$ cat config.mk
export PLATFORM = sky130hd
export DESIGN_NAME = cla16_reg_flat
export DESIGN_NICKNAME = d
export VERILOG_FILES = /design/src/rtl/math_pkg.sv /design/src/rtl/cla16_reg_if.sv /design/src/rtl/cla4.sv /design/src/rtl/lcu.sv /design/src/rtl/cla16_reg.sv /design/src/flat_wrapper.sv
export SDC_FILE = /design/constraint.sdc
export NUM_CORES = 1
export LEC_CHECK = 0
export ABC_CLOCK_PERIOD_IN_PS = 3000
export CORE_ASPECT_RATIO = 0.8
export CORE_MARGIN = 2
export CORE_UTILIZATION = 40
export DETAILED_ROUTE_END_ITERATION = 12
export GPL_ROUTABILITY_DRIVEN = 0
export GPL_TIMING_DRIVEN = 0
export HOLD_SLACK_MARGIN = 0.05
export PLACE_DENSITY = 0.76
export SETUP_SLACK_MARGIN = 0.2
export SYNTH_ARGS = -nofsm -noshare
export SYNTH_HDL_FRONTEND = slang
export SYNTH_SLANG_ARGS = --single-unit
$ cat constraint.sdc
create_clock -name clk -period 3 [get_ports clk]
set_input_delay 0.3 -clock clk [delete_from_list [all_inputs] [get_ports clk]]
set_output_delay 0.3 -clock clk [all_outputs]
set_load 0.02 [all_outputs]
$ cat src/rtl/math_pkg.sv
// Shared widths for the carry-lookahead adder datapath.
package math_pkg;
   localparam int unsigned CLA_SLICE_W = 4;
   localparam int unsigned CLA_WIDTH   = 16;
   localparam int unsigned CLA_SLICES  = 4;
endpackage

$ cat src/rtl/cla16_reg_if.sv
// Operand/result bundle for the registered 16-bit CLA.
interface cla16_reg_if;
   import math_pkg::*;

   logic [CLA_WIDTH-1:0] a;
   logic [CLA_WIDTH-1:0] b;
   logic                 cIn;
   logic [CLA_WIDTH-1:0] s;
   logic                 cOut;
   logic                 pg;
   logic                 gg;

   modport master (output a, b, cIn, input s, cOut, pg, gg);
   modport slave  (input a, b, cIn, output s, cOut, pg, gg);
endinterface

$ cat src/rtl/cla4.sv
// 4-bit carry-lookahead slice with group propagate/generate outputs.
module cla4
   import math_pkg::*;
(
   input  logic [CLA_SLICE_W-1:0] a,
   input  logic [CLA_SLICE_W-1:0] b,
   input  logic                   cIn,
   output logic [CLA_SLICE_W-1:0] s,
   output logic                   cOut,
   output logic                   pg,
   output logic                   gg
);
   logic [3:0] p;
   logic [3:0] g;
   logic [3:0] c;

   always_comb begin
      p = a ^ b;
      g = a & b;
      // carries written as full sum-of-products so no term depends on a lower carry
      c[0] = cIn;
      c[1] = g[0] | (p[0] & cIn);
      c[2] = g[1] | (p[1] & g[0]) | (p[1] & p[0] & cIn);
      c[3] = g[2] | (p[2] & g[1]) | (p[2] & p[1] & g[0]) | (p[2] & p[1] & p[0] & cIn);
      pg   = &p;
      gg   = g[3] | (p[3] & g[2]) | (p[3] & p[2] & g[1]) | (p[3] & p[2] & p[1] & g[0]);
      cOut = gg | (pg & cIn);
      s    = p ^ c;
   end
endmodule

$ cat src/rtl/lcu.sv
// Lookahead carry unit combining four slice P/G pairs.
module lcu
   import math_pkg::*;
(
   input  logic [CLA_SLICES-1:0] p,
   input  logic [CLA_SLICES-1:0] g,
   input  logic                  cIn,
   output logic [3:1]            c,
   output logic                  pg,
   output logic                  gg,
   output logic                  cOut
);
   always_comb begin
      c[1] = g[0] | (p[0] & cIn);
      c[2] = g[1] | (p[1] & g[0]) | (p[1] & p[0] & cIn);
      c[3] = g[2] | (p[2] & g[1]) | (p[2] & p[1] & g[0]) | (p[2] & p[1] & p[0] & cIn);
      pg   = &p;
      gg   = g[3] | (p[3] & g[2]) | (p[3] & p[2] & g[1]) | (p[3] & p[2] & p[1] & g[0]);
      cOut = gg | (pg & cIn);
   end
endmodule

$ cat src/rtl/cla16_reg.sv
// Registered 16-bit adder: four cla4 slices, one lcu, one output stage.
module cla16_reg
   import math_pkg::*;
(
   input  logic      clk,
   input  logic      reset,
   cla16_reg_if.slave bus
);
   logic [CLA_WIDTH-1:0]  a_w;
   logic [CLA_WIDTH-1:0]  b_w;
   logic [CLA_WIDTH-1:0]  sum_w;
   logic [CLA_SLICES-1:0] sp_w;
   logic [CLA_SLICES-1:0] sg_w;
   logic [CLA_SLICES-1:0] scin_w;
   logic [CLA_SLICES-1:0] slice_co_unused;
   logic [3:1]            lcu_c_w;
   logic                  lcu_pg_w;
   logic                  lcu_gg_w;
   logic                  lcu_co_w;

   logic [CLA_WIDTH-1:0]  s_d,    s_q;
   logic                  cout_d, cout_q;
   logic                  pg_d,   pg_q;
   logic                  gg_d,   gg_q;

   assign a_w    = bus.a;
   assign b_w    = bus.b;
   assign scin_w = {lcu_c_w, bus.cIn};

   for (genvar k = 0; k < CLA_SLICES; k++) begin : g_slice
      cla4 u_cla4 (
         .a    (a_w[k*CLA_SLICE_W +: CLA_SLICE_W]),
         .b    (b_w[k*CLA_SLICE_W +: CLA_SLICE_W]),
         .cIn  (scin_w[k]),
         .s    (sum_w[k*CLA_SLICE_W +: CLA_SLICE_W]),
         .cOut (slice_co_unused[k]),
         .pg   (sp_w[k]),
         .gg   (sg_w[k])
      );
   end

   lcu u_lcu (
      .p    (sp_w),
      .g    (sg_w),
      .cIn  (bus.cIn),
      .c    (lcu_c_w),
      .pg   (lcu_pg_w),
      .gg   (lcu_gg_w),
      .cOut (lcu_co_w)
   );

   always_comb begin
      s_d    = sum_w;
      cout_d = lcu_co_w;
      pg_d   = lcu_pg_w;
      gg_d   = lcu_gg_w;
   end

   always_ff @(posedge clk) begin
      if (reset) begin
         s_q    <= '0;
         cout_q <= 1'b0;
         pg_q   <= 1'b0;
         gg_q   <= 1'b0;
      end else begin
         s_q    <= s_d;
         cout_q <= cout_d;
         pg_q   <= pg_d;
         gg_q   <= gg_d;
      end
   end

   assign bus.s    = s_q;
   assign bus.cOut = cout_q;
   assign bus.pg   = pg_q;
   assign bus.gg   = gg_q;
endmodule

$ cat src/flat_wrapper.sv
// flat-port wrapper written by rule: the top's interface ports become plain ports
module cla16_reg_flat import math_pkg::*;
  (clk, reset, bus_a, bus_b, bus_cIn, bus_s, bus_cOut, bus_pg, bus_gg);
  cla16_reg_if bus_i ();
  input  logic clk;
  input  logic reset;
  input wire logic [$bits(bus_i.a)-1:0] bus_a;
  input wire logic [$bits(bus_i.b)-1:0] bus_b;
  input wire logic [$bits(bus_i.cIn)-1:0] bus_cIn;
  output wire logic [$bits(bus_i.s)-1:0] bus_s;
  output wire logic [$bits(bus_i.cOut)-1:0] bus_cOut;
  output wire logic [$bits(bus_i.pg)-1:0] bus_pg;
  output wire logic [$bits(bus_i.gg)-1:0] bus_gg;
  assign bus_i.a = bus_a;
  assign bus_i.b = bus_b;
  assign bus_i.cIn = bus_cIn;
  assign bus_s = bus_i.s;
  assign bus_cOut = bus_i.cOut;
  assign bus_pg = bus_i.pg;
  assign bus_gg = bus_i.gg;
  cla16_reg u_core (.clk(clk), .reset(reset), .bus(bus_i));
endmodule
==> report_table.html, run 1 <==
<table>
<tr><th>Metric</th><th>Value</th></tr>
<tr><th colspan="2">Run status</th></tr>
<tr><td>Status</td><td>completed</td></tr>
<tr><th colspan="2">Clock tree</th></tr>
<tr><td>Number of buffers between clock root and the deepest sink</td><td>2</td></tr>
<tr><td>H-Tree Depth</td><td>1</td></tr>
<tr><td>Clock transition at the registers of the reported paths</td><td>0.07 ns</td></tr>
<tr><td>Buffer count from post-CTS setup fixing</td><td>0</td></tr>
<tr><td>Number of clock buffers inserted by TritonCTS</td><td>3</td></tr>
<tr><td>Count of instances resized after the clock tree is built</td><td>0</td></tr>
<tr><td>CTS Hold Buffers Added</td><td>0</td></tr>
<tr><td>CTS sink cnt</td><td>19</td></tr>
<tr><td>Root Buffer Master</td><td>sky130_fd_sc_hd__clkbuf_8</td></tr>
<tr><td>CTS tree</td><td>built</td></tr>
<tr><th colspan="2">Power and ir drop</th></tr>
<tr><td>Highest ir drop seen on vdd</td><td>0.227 mV</td></tr>
<tr><td>Post-layout power</td><td>0.800 mW</td></tr>
<tr><td>Power density over the cells</td><td>423 nW/um^2</td></tr>
<tr><td>Leak pwr</td><td>0.818 nW</td></tr>
<tr><th colspan="2">Logic synthesis</th></tr>
<tr><td>Fraction of the yosys area taken by sequential cells</td><td>30.1%</td></tr>
<tr><td>Net count of the mapped netlist</td><td>185</td></tr>
<tr><td>Cell area after synthesis</td><td>1260 sq um</td></tr>
<tr><td>Synth top area share</td><td>30.1%</td></tr>
<tr><td>Most used DFF post-synth</td><td>sky130_fd_sc_hd__dfxtp_1</td></tr>
<tr><td>Register bit total from synthesis</td><td>19</td></tr>
<tr><td>Count of distinct cell types in the synthesized netlist</td><td>36</td></tr>
<tr><td>Top cell type by total area after synthesis</td><td>sky130_fd_sc_hd__dfxtp_1</td></tr>
<tr><td>Async set-or-reset flop fraction in the synthesized netlist</td><td>0%</td></tr>
<tr><td>Number of standard cells after synthesis</td><td>130</td></tr>
<tr><td>Cells taking the most area after synthesis</td><td>sky130_fd_sc_hd__dfxtp_1 30%, sky130_fd_sc_hd__ha_1 16%, sky130_fd_sc_hd__fa_1 6.3%</td></tr>
<tr><td>Yosys warns</td><td>0</td></tr>
<tr><td>Post-Syn Area per Cell</td><td>9.71 sq um</td></tr>
<tr><td>Post-synth EDFFs</td><td>0</td></tr>
<tr><th colspan="2">Route</th></tr>
<tr><td>Initial detailed-routing violation count</td><td>35</td></tr>
<tr><td>Routed wire per std cell</td><td>13.1 um</td></tr>
<tr><td>Router iterations before antenna repair</td><td>4</td></tr>
<tr><td>Vias after detailed routing</td><td>1139</td></tr>
<tr><td>Total detailed-routing wirelength</td><td>2980 um</td></tr>
<tr><td>DRC Markers</td><td>0</td></tr>
<tr><td>Number of nets with antenna violations after detailed routing</td><td>0</td></tr>
<tr><td>Per-cell via count in the routed design</td><td>5.02</td></tr>
<tr><th colspan="2">Placed design</th></tr>
<tr><td>Area after DPL</td><td>1840 sq um</td></tr>
<tr><td>Setup Slack @ Placement</td><td>0.0182 ns</td></tr>
<tr><td>Half-perimeter wire length after placement</td><td>2480 um</td></tr>
<tr><td>Port Buffer Count</td><td>53</td></tr>
<tr><th colspan="2">Finish</th></tr>
<tr><td>Count of inserted antenna diode cells</td><td>0</td></tr>
<tr><td>Total of fill cells in the finished design</td><td>262</td></tr>
<tr><td>Syn-to-layout area delta</td><td>49.7%</td></tr>
<tr><td>Most common cell after layout, fill and taps aside</td><td>sky130_fd_sc_hd__clkdlybuf4s50_1</td></tr>
<tr><td>Fraction of final layout cells with drive strength greater than 1</td><td>9.63%</td></tr>
<tr><td>Most frequent cells in the layout</td><td>53 x sky130_fd_sc_hd__clkdlybuf4s50_1, 19 x sky130_fd_sc_hd__dfxtp_1, 16 x sky130_fd_sc_hd__ha_1</td></tr>
<tr><td>Post-layout instance area</td><td>1890 sq um</td></tr>
<tr><td>Net count of the finished layout</td><td>243</td></tr>
<tr><th colspan="2">STA</th></tr>
<tr><td>Final clock period utilization by the worst path</td><td>89.8%</td></tr>
<tr><td>Max-Slew Margin vs Limit</td><td>67.2%</td></tr>
<tr><td>Worst setup slack after layout</td><td>0.306 ns</td></tr>
<tr><td>Count of final max-slew check failures</td><td>0</td></tr>
<tr><td>Final sum of negative setup slack</td><td>0 ns</td></tr>
<tr><td>Min Tclk post-route</td><td>2.69 ns</td></tr>
<tr><td>Final setup violation count</td><td>0</td></tr>
<tr><td>Setup repair after global routing missed its margin</td><td>false</td></tr>
<tr><td>Upper clock frequency limit</td><td>0.371 GHz</td></tr>
<tr><td>Final hold violations</td><td>0</td></tr>
<tr><td>Transition time at the pin with the least slew margin</td><td>0.493 ns</td></tr>
<tr><td>Hold WS</td><td>0.767 ns</td></tr>
<tr><th colspan="2">Die</th></tr>
<tr><td>FP Rows</td><td>18</td></tr>
<tr><td>Die Ht</td><td>54.3 um</td></tr>
<tr><td>Initial Utilization</td><td>41.5%</td></tr>
<tr><td>Floorplan core area</td><td>3040 sq um</td></tr>
<tr><td>Die outline area</td><td>3620 sq um</td></tr>
<tr><td>I/O pins</td><td>54</td></tr>
<tr><td>Horiz. Die Dim</td><td>66.8 um</td></tr>
<tr><th colspan="2">Critical path</th></tr>
<tr><td>Setup CP Type</td><td>in -&gt; reg</td></tr>
<tr><td>Worst-path cell with the longest stage delay</td><td>sky130_fd_sc_hd__clkdlybuf4s50_1</td></tr>
<tr><td>Critical path required time</td><td>3.14 ns</td></tr>
<tr><td>Slowest stage delay, CP</td><td>0.40 ns</td></tr>
<tr><td>List of cells traversed by the critical path</td><td>clkdlybuf4s50_1 -&gt; ha_1 -&gt; a21oi_1 -&gt; o221ai_2 -&gt; a21o_1 -&gt; buf_6 -&gt; a221o_2 -&gt; fa_1 -&gt; xnor2_1 -&gt; nor2_1</td></tr>
<tr><td>Crit end category</td><td>flip-flop</td></tr>
<tr><td>CP startpoint kind</td><td>primary input</td></tr>
<tr><td>Peak fanout along the critical path</td><td>8</td></tr>
<tr><td>Data arrival time of the critical path</td><td>2.83 ns</td></tr>
<tr><th colspan="2">Min path</th></tr>
<tr><td>Hold Path Depth</td><td>4</td></tr>
<tr><td>Worst min-delay path startpoint</td><td>bus_a[0]</td></tr>
<tr><td>Class of the most critical hold timing path</td><td>in -&gt; reg</td></tr>
<tr><td>Endpoint, Worst Hold</td><td>u_core.bus.s[0]</td></tr>
<tr><th colspan="2">GRT</th></tr>
<tr><td>Final global-route overflow total</td><td>0</td></tr>
<tr><td>Largest net degree at the start of global routing</td><td>12</td></tr>
<tr><td>Global-route wire length before repair</td><td>4600 um</td></tr>
<tr><td>Total global routing track utilization</td><td>17.4%</td></tr>
<tr><td>Number of antenna violations at the first check in global routing</td><td>0</td></tr>
<tr><td>Number of global-route vias before repair</td><td>1025</td></tr>
<tr><th colspan="2">Flow run</th></tr>
<tr><td>Maximum Capacitance Violations</td><td>0</td></tr>
</table>
[worst max-delay path by stage]
stage	start	end	cells past startpoint
after detailed placement	bus_b[1]	u_core.bus.s[13]	10
final	bus_b[1]	u_core.bus.s[13]	10
after floorplan	bus_b[1]	u_core.bus.s[13]	9
after global placement	bus_b[1]	u_core.bus.s[13]	10
after global routing	bus_b[1]	u_core.bus.s[13]	10
after CTS	bus_b[1]	u_core.bus.s[13]	10
[final cells by class]
cell class                 instances  area, sq um  area share (%)
multi-input combinational        104          841            44.5
buffer                             3         26.3            1.39
sequential                        19          380            20.1
tap                               40         50.0            2.65
timing repair buffer              53          531            28.1
clock buffer                       3         41.3            2.19
inverter                           4         15.0           0.795
clock inverter                     1         5.00           0.265
[cells in the mapped netlist (2+ instances only)]
| library cell | number |
|---|---|
| sky130_fd_sc_hd__a21o_1 | 7 |
| sky130_fd_sc_hd__a21oi_1 | 12 |
| sky130_fd_sc_hd__and3_1 | 3 |
| sky130_fd_sc_hd__buf_6 | 2 |
| sky130_fd_sc_hd__dfxtp_1 | 19 |
| sky130_fd_sc_hd__fa_1 | 4 |
| sky130_fd_sc_hd__ha_1 | 16 |
| sky130_fd_sc_hd__inv_1 | 4 |
| sky130_fd_sc_hd__mux2_2 | 2 |
| sky130_fd_sc_hd__nand2_1 | 7 |
| sky130_fd_sc_hd__nand3_1 | 3 |
| sky130_fd_sc_hd__nand4_1 | 3 |
| sky130_fd_sc_hd__nor2_1 | 14 |
| sky130_fd_sc_hd__nor2b_1 | 6 |
| sky130_fd_sc_hd__o21ai_0 | 2 |
| sky130_fd_sc_hd__xnor2_1 | 5 |
| sky130_fd_sc_hd__xor2_1 | 2 |
[flip-flops by register name, indices dropped and copies added (netlist names)]
name             cells
u_core.bus.s        16
u_core.bus.cOut      1
u_core.bus.gg        1
u_core.bus.pg        1
[worst max-delay path, delay by kind of cell]
kind,cells,cell delay [ns]
AO/OA/AOI/OAI,4,0.99
adder cells (fa/ha/maj),2,0.74
buffers and inverters,2,0.54
XOR/XNOR,1,0.20
AND/OR/NAND/NOR,1,0.06
[through the flow]
| step | utilization [%] | cells |
|---|---|---|
| after detailed placement | 60.6 | 223 |
| after global routing | 62.1 | 227 |
| after CTS | 62.1 | 227 |
| after floorplan | - | 130 |
| after global placement | 60.6 | 223 |
| final | 62.1 | 227 |
[where the power goes]
part / leakage (nW) / switching, mW / total [mW] / internal, mW
logic: 0.635 / 0.153 / 0.326 / 0.174
clock network: 0.0255 / 0.0897 / 0.182 / 0.0926
registers: 0.158 / 0.00751 / 0.291 / 0.284
[cells by family (layout without fill, tap and decap cells)]
| family | count (synthesis) | in the layout | share of synthesized area [%] |
|---|---|---|---|
| buffers and inverters | 7 | 64 | 3.27 |
| AOI/OAI and AO/OA | 30 | 30 | 17.4 |
| and+or+nand+nor | 42 | 42 | 17.4 |
| muxes | 5 | 5 | 4.66 |
| xor gates and xnor gates | 7 | 7 | 4.86 |
| DFF | 19 | 19 | 30.1 |
| adders and majority gates | 20 | 20 | 22.2 |
[per-layer routing]
metal | wire length [um] | track usage (%)
met5 | 0 | 0
met2 | 1460 | 32.2
met4 | 36 | 5.10
met3 | 170 | 4.53
met1 | 1310 | 20.0
No activity file was read; power rests on OpenSTA's default activity.
==> run 2: changes to the inputs <==
--- a/config.mk
+++ b/config.mk
@@ -10,11 +10,11 @@
 export CORE_MARGIN = 2
 export CORE_UTILIZATION = 40
 export DETAILED_ROUTE_END_ITERATION = 12
+export DONT_BUFFER_PORTS = 1
 export GPL_ROUTABILITY_DRIVEN = 0
-export GPL_TIMING_DRIVEN = 0
 export HOLD_SLACK_MARGIN = 0.05
-export PLACE_DENSITY = 0.76
 export SETUP_SLACK_MARGIN = 0.2
 export SYNTH_ARGS = -nofsm -noshare
 export SYNTH_HDL_FRONTEND = slang
+export SYNTH_HIERARCHICAL = 1
 export SYNTH_SLANG_ARGS = --single-unit
==> run 2 against run 1 <==
Via count fell by 23%. Utilization shrank 17 points. Global-route usage down 4.4 points. Highest routed layer unchanged. Area after synthesis increased by 3.0%. Non-clock buffer count fell by 56. Critical path type unchanged. Final cell count is 22% lower. Die area grew 2.8%. Largest power group is now sequential cells. First-iteration DRC count is 74% lower.
==> report_table.html, run 2 <==
<table>
<tr><th>Metric</th><th>Value</th></tr>
<tr><th colspan="2">STA</th></tr>
<tr><td>Upper clock frequency limit</td><td>0.454 GHz (+22%)</td></tr>
<tr><td>Min Tclk post-route</td><td>2.20 ns (-0.490 ns)</td></tr>
<tr><td>Setup repair after global routing missed its margin</td><td>false</td></tr>
<tr><td>Final setup violation count</td><td>0 (unchanged)</td></tr>
<tr><td>Final hold violations</td><td>0 (unchanged)</td></tr>
<tr><td>Max-Slew Margin vs Limit</td><td>85.0% (+18 points)</td></tr>
<tr><td>Count of final max-slew check failures</td><td>0 (unchanged)</td></tr>
<tr><td>Transition time at the pin with the least slew margin</td><td>0.225 ns (-0.267 ns)</td></tr>
<tr><td>Hold WS</td><td>0.114 ns (-0.653 ns)</td></tr>
<tr><td>Final sum of negative setup slack</td><td>0 ns (unchanged)</td></tr>
<tr><td>Final clock period utilization by the worst path</td><td>73.5% (-16 points)</td></tr>
<tr><th colspan="2">Die</th></tr>
<tr><td>I/O pins</td><td>54 (unchanged)</td></tr>
<tr><td>Horiz. Die Dim</td><td>67.7 um (+1.4%)</td></tr>
<tr><td>Die Ht</td><td>55.0 um (+1.4%)</td></tr>
<tr><td>Initial Utilization</td><td>42.1% (+0.61 points)</td></tr>
<tr><td>Floorplan core area</td><td>3090 sq um (+1.5%)</td></tr>
<tr><td>Die outline area</td><td>3720 sq um (+2.8%)</td></tr>
<tr><td>FP Rows</td><td>18 (unchanged)</td></tr>
<tr><th colspan="2">Finish</th></tr>
<tr><td>Most common cell after layout, fill and taps aside</td><td>sky130_fd_sc_hd__dfxtp_1</td></tr>
<tr><td>Count of placed standard cells in the final layout, fillers left out</td><td>176 (-22%)</td></tr>
<tr><td>Number of flip-flops under the largest register name</td><td>16 (unchanged)</td></tr>
<tr><td>Syn-to-layout area delta</td><td>6.74%</td></tr>
<tr><td>Total of fill cells in the finished design</td><td>298 (+14%)</td></tr>
<tr><td>Fraction of final layout cells with drive strength greater than 1</td><td>14.0% (+4.3 points)</td></tr>
<tr><td>Count of inserted antenna diode cells</td><td>0 (unchanged)</td></tr>
<tr><td>Net count of the finished layout</td><td>192 (-21%)</td></tr>
<tr><td>Most frequent cells in the layout</td><td>19 x sky130_fd_sc_hd__dfxtp_1, 18 x sky130_fd_sc_hd__inv_1, 16 x sky130_fd_sc_hd__ha_1</td></tr>
<tr><th colspan="2">Clock tree</th></tr>
<tr><td>CTS Hold Buffers Added</td><td>0 (unchanged)</td></tr>
<tr><td>H-Tree Depth</td><td>1 (unchanged)</td></tr>
<tr><td>Count of instances resized after the clock tree is built</td><td>0 (unchanged)</td></tr>
<tr><td>Clock transition at the registers of the reported paths</td><td>0.07 ns (about the same)</td></tr>
<tr><td>CTS tree</td><td>built</td></tr>
<tr><td>Root Buffer Master</td><td>sky130_fd_sc_hd__clkbuf_8</td></tr>
<tr><td>Number of buffers between clock root and the deepest sink</td><td>2 (unchanged)</td></tr>
<tr><td>CTS sink cnt</td><td>19 (unchanged)</td></tr>
<tr><td>Number of clock buffers inserted by TritonCTS</td><td>3 (unchanged)</td></tr>
<tr><td>Buffer count from post-CTS setup fixing</td><td>0 (unchanged)</td></tr>
<tr><th colspan="2">Route</th></tr>
<tr><td>Router iterations before antenna repair</td><td>4 (unchanged)</td></tr>
<tr><td>Initial detailed-routing violation count</td><td>9 (-74%)</td></tr>
<tr><td>Routed wire per std cell</td><td>13.2 um (+0.36%)</td></tr>
<tr><td>Vias after detailed routing</td><td>873 (-23%)</td></tr>
<tr><td>Per-cell via count in the routed design</td><td>4.96 (-1.1%)</td></tr>
<tr><td>Number of nets with antenna violations after detailed routing</td><td>0 (unchanged)</td></tr>
<tr><td>DRC Markers</td><td>0 (unchanged)</td></tr>
<tr><td>Total detailed-routing wirelength</td><td>2320 um (-22%)</td></tr>
<tr><th colspan="2">Run status</th></tr>
<tr><td>Status</td><td>completed</td></tr>
<tr><th colspan="2">Flow run</th></tr>
<tr><td>Maximum Capacitance Violations</td><td>0 (unchanged)</td></tr>
<tr><th colspan="2">GRT</th></tr>
<tr><td>Total global routing track utilization</td><td>13.0% (-4.4 points)</td></tr>
<tr><td>Number of antenna violations at the first check in global routing</td><td>0 (unchanged)</td></tr>
<tr><td>Largest net degree at the start of global routing</td><td>20 (+8)</td></tr>
<tr><td>Final global-route overflow total</td><td>0 (unchanged)</td></tr>
<tr><td>Global-route wire length before repair</td><td>3520 um (-23%)</td></tr>
<tr><td>Number of global-route vias before repair</td><td>801 (-22%)</td></tr>
<tr><th colspan="2">Placed design</th></tr>
<tr><td>Port Buffer Count</td><td>0 (-100%)</td></tr>
<tr><td>Number of cells in the design after placement</td><td>172 (-23%)</td></tr>
<tr><th colspan="2">Logic synthesis</th></tr>
<tr><td>Net count of the mapped netlist</td><td>188 (+1.6%)</td></tr>
<tr><td>Number of standard cells after synthesis</td><td>133 (+2.3%)</td></tr>
<tr><td>Yosys warns</td><td>6 (+6)</td></tr>
<tr><td>Cell area after synthesis</td><td>1300 sq um (+3.0%)</td></tr>
<tr><td>Post-Syn Area per Cell</td><td>9.77 sq um (+0.65%)</td></tr>
<tr><th colspan="2">Min path</th></tr>
<tr><td>Class of the most critical hold timing path</td><td>in -&gt; reg</td></tr>
<tr><th colspan="2">Critical path</th></tr>
<tr><td>Setup CP Type</td><td>in -&gt; reg</td></tr>
<tr><td>Critical path required time</td><td>3.19 ns (+0.05 ns)</td></tr>
<tr><td>Data arrival time of the critical path</td><td>2.40 ns (-0.43 ns)</td></tr>
<tr><td>CP startpoint kind</td><td>primary input</td></tr>
<tr><td>Crit end category</td><td>flip-flop</td></tr>
<tr><td>Peak fanout along the critical path</td><td>5 (-3)</td></tr>
<tr><th colspan="2">Power and ir drop</th></tr>
<tr><td>Leak pwr</td><td>0.691 nW (-16%)</td></tr>
<tr><td>Highest ir drop seen on vdd</td><td>0.161 mV (-29%)</td></tr>
<tr><td>Power density over the cells</td><td>495 nW/um^2 (+17%)</td></tr>
</table>
[run 2: cell count changes in the layout (fill, tap and decap cells not counted), moves of 5 or more]
| cell | before | now |
|---|---|---|
| sky130_fd_sc_hd__clkdlybuf4s50_1 | 53 | 0 |
| sky130_fd_sc_hd__a21oi_2 | 0 | 5 |
| sky130_fd_sc_hd__and2b_1 | 0 | 8 |
| sky130_fd_sc_hd__inv_1 | 4 | 18 |
| sky130_fd_sc_hd__nor2_1 | 14 | 0 |
| sky130_fd_sc_hd__a21oi_1 | 12 | 6 |
| sky130_fd_sc_hd__nor2b_1 | 6 | 11 |
[run 2: per-stage QoR]
step	worst slack (ns)	utilization, %	area, sq um	power, mW
after floorplan	0.686	-	1300	0.496
after global placement	0.595	43.5	1340	0.520
after detailed placement	0.542	43.5	1340	0.525
after CTS	0.803	45.0	1390	0.700
after global routing	0.669	45.0	1390	0.735
final	0.796	45.0	1390	0.687
[run 2: final timing paths]
path | start | end | slack, ns | cells after the start
max | bus_a[2] | u_core/bus.s[12] | 0.80 | 12
min | reset | u_core/bus.s[12] | 0.11 | 1
[run 2: critical path: stages]
cell and delay (ns):
sky130_fd_sc_hd__ha_1 0.35, sky130_fd_sc_hd__a21oi_2 0.18, sky130_fd_sc_hd__nand2_1 0.07, sky130_fd_sc_hd__a21o_1 0.18
sky130_fd_sc_hd__a21o_1 0.21, sky130_fd_sc_hd__a21oi_2 0.19, sky130_fd_sc_hd__inv_2 0.08, sky130_fd_sc_hd__a21o_1 0.21
sky130_fd_sc_hd__inv_1 0.07, sky130_fd_sc_hd__fa_1 0.40, sky130_fd_sc_hd__inv_1 0.05, sky130_fd_sc_hd__nor2b_1 0.10
[run 2: area by class of cell]
class / instances / area, sq um / share of cell area, %
multi-input cells: 94 / 841 / 60.6
flip-flops and latches: 19 / 380 / 27.4
well taps: 40 / 50.0 / 3.61
inverters: 19 / 71.3 / 5.14
clock buffers: 4 / 45.0 / 3.25
[run 2: power breakdown]
part | switching, mW | internal, mW | leakage, nW
combinational | 0.0880 | 0.0915 | 0.510
clock | 0.0765 | 0.0941 | 0.0228
sequential | 0.0518 | 0.285 | 0.158
[run 2: metal layers]
metal	GRT usage, %	part of all wire [%]	up-vias	routed length, um
met5	0	0	-	0
met4	8.16	1.2	0	27
met1	17.1	47	389	1100
li1	-	-	453	-
met3	2.23	6.0	2	139
met2	19.9	45	29	1050
==> run 3: changes to the inputs <==
--- a/config.mk
+++ b/config.mk
@@ -5,7 +5,7 @@
 export SDC_FILE = /design/constraint.sdc
 export NUM_CORES = 1
 export LEC_CHECK = 0
-export ABC_CLOCK_PERIOD_IN_PS = 3000
+export ABC_CLOCK_PERIOD_IN_PS = 2200
 export CORE_ASPECT_RATIO = 0.8
 export CORE_MARGIN = 2
 export CORE_UTILIZATION = 40
==> constraint.sdc (replaced) <==
create_clock -name clk -period 2.2 [get_ports clk]
set_input_delay 0.22 -clock clk [delete_from_list [all_inputs] [get_ports clk]]
set_output_delay 0.22 -clock clk [all_outputs]
set_load 0.02 [all_outputs]
==> run 3 against run 2 <==
Critical path depth is 1 lower. Combinational power is 58% higher. Non-clock buffer count is 6 higher. Largest power group unchanged.
==> report_table.html, run 3 (synthesis gave the netlist of run 2 again) <==
<table>
<tr><th>Metric</th><th>Value</th></tr>
<tr><th colspan="2">Run status</th></tr>
<tr><td>Status</td><td>completed</td></tr>
<tr><th colspan="2">Finish</th></tr>
<tr><td>Total of fill cells in the finished design</td><td>301 (+1.0%)</td></tr>
<tr><td>Count of inserted antenna diode cells</td><td>0 (unchanged)</td></tr>
<tr><td>Net count of the finished layout</td><td>198 (+3.1%)</td></tr>
<tr><td>Most common cell after layout, fill and taps aside</td><td>sky130_fd_sc_hd__dfxtp_1</td></tr>
<tr><td>Fraction of final layout cells with drive strength greater than 1</td><td>20.4% (+6.5 points)</td></tr>
<tr><td>Number of flip-flops under the largest register name</td><td>16 (unchanged)</td></tr>
<tr><td>Most frequent cells in the layout</td><td>19 x sky130_fd_sc_hd__dfxtp_1, 18 x sky130_fd_sc_hd__inv_1, 14 x sky130_fd_sc_hd__ha_1</td></tr>
<tr><td>Syn-to-layout area delta</td><td>14.1%</td></tr>
<tr><td>Post-layout instance area</td><td>1480 sq um (+6.9%)</td></tr>
<tr><th colspan="2">STA</th></tr>
<tr><td>Count of final max-slew check failures</td><td>0 (unchanged)</td></tr>
<tr><td>Transition time at the pin with the least slew margin</td><td>0.505 ns (+0.280 ns)</td></tr>
<tr><td>Final hold violations</td><td>0 (unchanged)</td></tr>
<tr><td>Final sum of negative setup slack</td><td>0 ns (unchanged)</td></tr>
<tr><td>Upper clock frequency limit</td><td>0.522 GHz</td></tr>
<tr><td>Max-Slew Margin vs Limit</td><td>66.2% (-19 points)</td></tr>
<tr><td>Setup repair after global routing missed its margin</td><td>false</td></tr>
<tr><td>Min Tclk post-route</td><td>1.91 ns</td></tr>
<tr><td>Hold WS</td><td>0.156 ns (+0.0423 ns)</td></tr>
<tr><td>Final setup violation count</td><td>0 (unchanged)</td></tr>
<tr><td>Final clock period utilization by the worst path</td><td>87.0%</td></tr>
<tr><th colspan="2">Die</th></tr>
<tr><td>Floorplan core area</td><td>3090 sq um (unchanged)</td></tr>
<tr><td>Die outline area</td><td>3720 sq um (unchanged)</td></tr>
<tr><td>Horiz. Die Dim</td><td>67.7 um (unchanged)</td></tr>
<tr><td>I/O pins</td><td>54 (unchanged)</td></tr>
<tr><td>FP Rows</td><td>18 (unchanged)</td></tr>
<tr><td>Initial Utilization</td><td>42.1% (unchanged)</td></tr>
<tr><td>Die Ht</td><td>55.0 um (unchanged)</td></tr>
<tr><th colspan="2">Critical path</th></tr>
<tr><td>Critical Path End</td><td>u_core/bus.s[12]</td></tr>
<tr><td>Worst-path cell with the longest stage delay</td><td>sky130_fd_sc_hd__fa_1</td></tr>
<tr><td>Slowest stage delay, CP</td><td>0.40 ns (about the same)</td></tr>
<tr><td>Crit end category</td><td>flip-flop</td></tr>
<tr><td>Bufs and invs on worst path</td><td>3 (unchanged)</td></tr>
<tr><td>Data arrival time of the critical path</td><td>2.11 ns (-0.29 ns)</td></tr>
<tr><td>Total number of cells along the worst setup path</td><td>11 (-1)</td></tr>
<tr><td>Setup CP Type</td><td>in -&gt; reg</td></tr>
<tr><td>Critical path required time</td><td>2.39 ns (-0.80 ns)</td></tr>
<tr><td>Peak fanout along the critical path</td><td>3 (-2)</td></tr>
<tr><td>Cell family with the largest share of critical-path delay</td><td>compound AO/OA/AOI/OAI gates</td></tr>
<tr><td>Launching instance or port of the critical path</td><td>bus_a[5]</td></tr>
<tr><td>CP startpoint kind</td><td>primary input</td></tr>
<tr><td>List of cells traversed by the critical path</td><td>ha_1 -&gt; a21oi_2 -&gt; o21bai_1 -&gt; a21o_1 -&gt; a21oi_2 -&gt; inv_2 -&gt; a21o_1 -&gt; inv_1 -&gt; fa_1 -&gt; inv_1 -&gt; nor2b_4</td></tr>
<tr><th colspan="2">Route</th></tr>
<tr><td>Total detailed-routing wirelength</td><td>2530 um (+9.2%)</td></tr>
<tr><td>Per-cell via count in the routed design</td><td>4.88 (-1.5%)</td></tr>
<tr><td>DRC Markers</td><td>0 (unchanged)</td></tr>
<tr><td>Number of nets with antenna violations after detailed routing</td><td>0 (unchanged)</td></tr>
<tr><td>Initial detailed-routing violation count</td><td>11 (+2)</td></tr>
<tr><td>Router iterations before antenna repair</td><td>4 (unchanged)</td></tr>
<tr><td>Vias after detailed routing</td><td>889 (+1.8%)</td></tr>
<tr><td>Routed wire per std cell</td><td>13.9 um (+5.6%)</td></tr>
<tr><th colspan="2">Clock tree</th></tr>
<tr><td>Clock transition at the registers of the reported paths</td><td>0.07 ns (about the same)</td></tr>
<tr><td>Number of clock buffers inserted by TritonCTS</td><td>3 (unchanged)</td></tr>
<tr><td>CTS tree</td><td>built</td></tr>
<tr><td>CTS sink cnt</td><td>19 (unchanged)</td></tr>
<tr><td>H-Tree Depth</td><td>1 (unchanged)</td></tr>
<tr><td>Number of buffers between clock root and the deepest sink</td><td>2 (unchanged)</td></tr>
<tr><td>Root Buffer Master</td><td>sky130_fd_sc_hd__clkbuf_8</td></tr>
<tr><th colspan="2">Power and ir drop</th></tr>
<tr><td>Highest ir drop seen on vdd</td><td>0.323 mV (+100%)</td></tr>
<tr><td>Power density over the cells</td><td>662 nW/um^2 (+34%)</td></tr>
<tr><td>Leak pwr</td><td>0.727 nW (+5.2%)</td></tr>
<tr><th colspan="2">GRT</th></tr>
<tr><td>Met1 routing resource usage after global routing</td><td>18.1% (+1.0 points)</td></tr>
<tr><td>Final global-route overflow total</td><td>0 (unchanged)</td></tr>
<tr><td>Met2 usage in global routing</td><td>21.7% (+1.8 points)</td></tr>
<tr><td>Global-route wire length before repair</td><td>3800 um (+8.0%)</td></tr>
<tr><td>Busiest metal layer after global routing</td><td>met2</td></tr>
<tr><td>GRT met3 Usage</td><td>5.06% (+2.8 points)</td></tr>
<tr><td>Total global routing track utilization</td><td>14.2% (+1.2 points)</td></tr>
<tr><td>Largest net degree at the start of global routing</td><td>12 (-40%)</td></tr>
<tr><td>Number of global-route vias before repair</td><td>862 (+7.6%)</td></tr>
<tr><td>Number of antenna violations at the first check in global routing</td><td>0 (unchanged)</td></tr>
<tr><th colspan="2">Placed design</th></tr>
<tr><td>Half-perimeter wire length after placement</td><td>2060 um</td></tr>
<tr><td>Area after DPL</td><td>1390 sq um (+3.6%)</td></tr>
<tr><td>Port Buffer Count</td><td>0 (unchanged)</td></tr>
<tr><th colspan="2">Min path</th></tr>
<tr><td>Class of the most critical hold timing path</td><td>in -&gt; reg</td></tr>
<tr><th colspan="2">Flow run</th></tr>
<tr><td>Maximum Capacitance Violations</td><td>0 (unchanged)</td></tr>
</table>
-- run 3: cell types whose count changed in the layout (fill, tap and decap cells not counted), sizes merged --
cell         change
buf              +5
dlygate4sd3      +1
-- run 3: power by group --
part | leakage (nW) | total (mW) | switching [mW] | internal [mW]
clock | 0.0228 | 0.240 | 0.111 | 0.128
combinational | 0.547 | 0.283 | 0.133 | 0.150
sequential | 0.158 | 0.461 | 0.0721 | 0.389
-- run 3: worst min path at each step --
stage	cells after the start	slack [ns]	endpoint	start
3_3_place_gp	1	0.30	u_core/bus.s[15]	reset
4_1_cts	1	0.15	u_core/bus.s[0]	reset
2_1_floorplan	1	0.29	u_core/bus.s[15]	reset
3_5_place_dp	1	0.30	u_core/bus.s[6]	reset
5_1_grt	1	0.14	u_core/bus.cOut	reset
6_report	1	0.16	u_core/bus.s[2]	reset
-- run 3: area by class of cell --
type	count	area (sq um)	area share, %
multi-input combinational	94	890	59.9
sequential	19	380	25.6
inverter	19	71.3	4.81
tap	40	50.0	3.37
timing repair buffer	6	47.5	3.20
clock buffer	4	45.0	3.04
-- run 3: per-layer routing --
metal	vias to the layer above	wire length, um
met5	-	0
met4	0	27
met3	2	180
met2	27	1130
met1	393	1190
li1	467	-
-- run 3: metrics by stage --
step	instances	util, %	worst slack, ns	power [mW]
final	182	48.1	0.286	0.983
after CTS	179	46.9	0.264	0.978
after global routing	182	48.1	0.185	1.05
after global placement	174	45.1	0.0910	0.724
after floorplan	133	-	0.127	0.684
after detailed placement	174	45.1	0.0152	0.731
-- run 3: what timing repair did --
item,CTS,global route
resized for setup,0,2
hold endpoints to repair,11,0
setup buffers,0,3
endpoints found under the setup margin,0,1
hold buffers,1,0
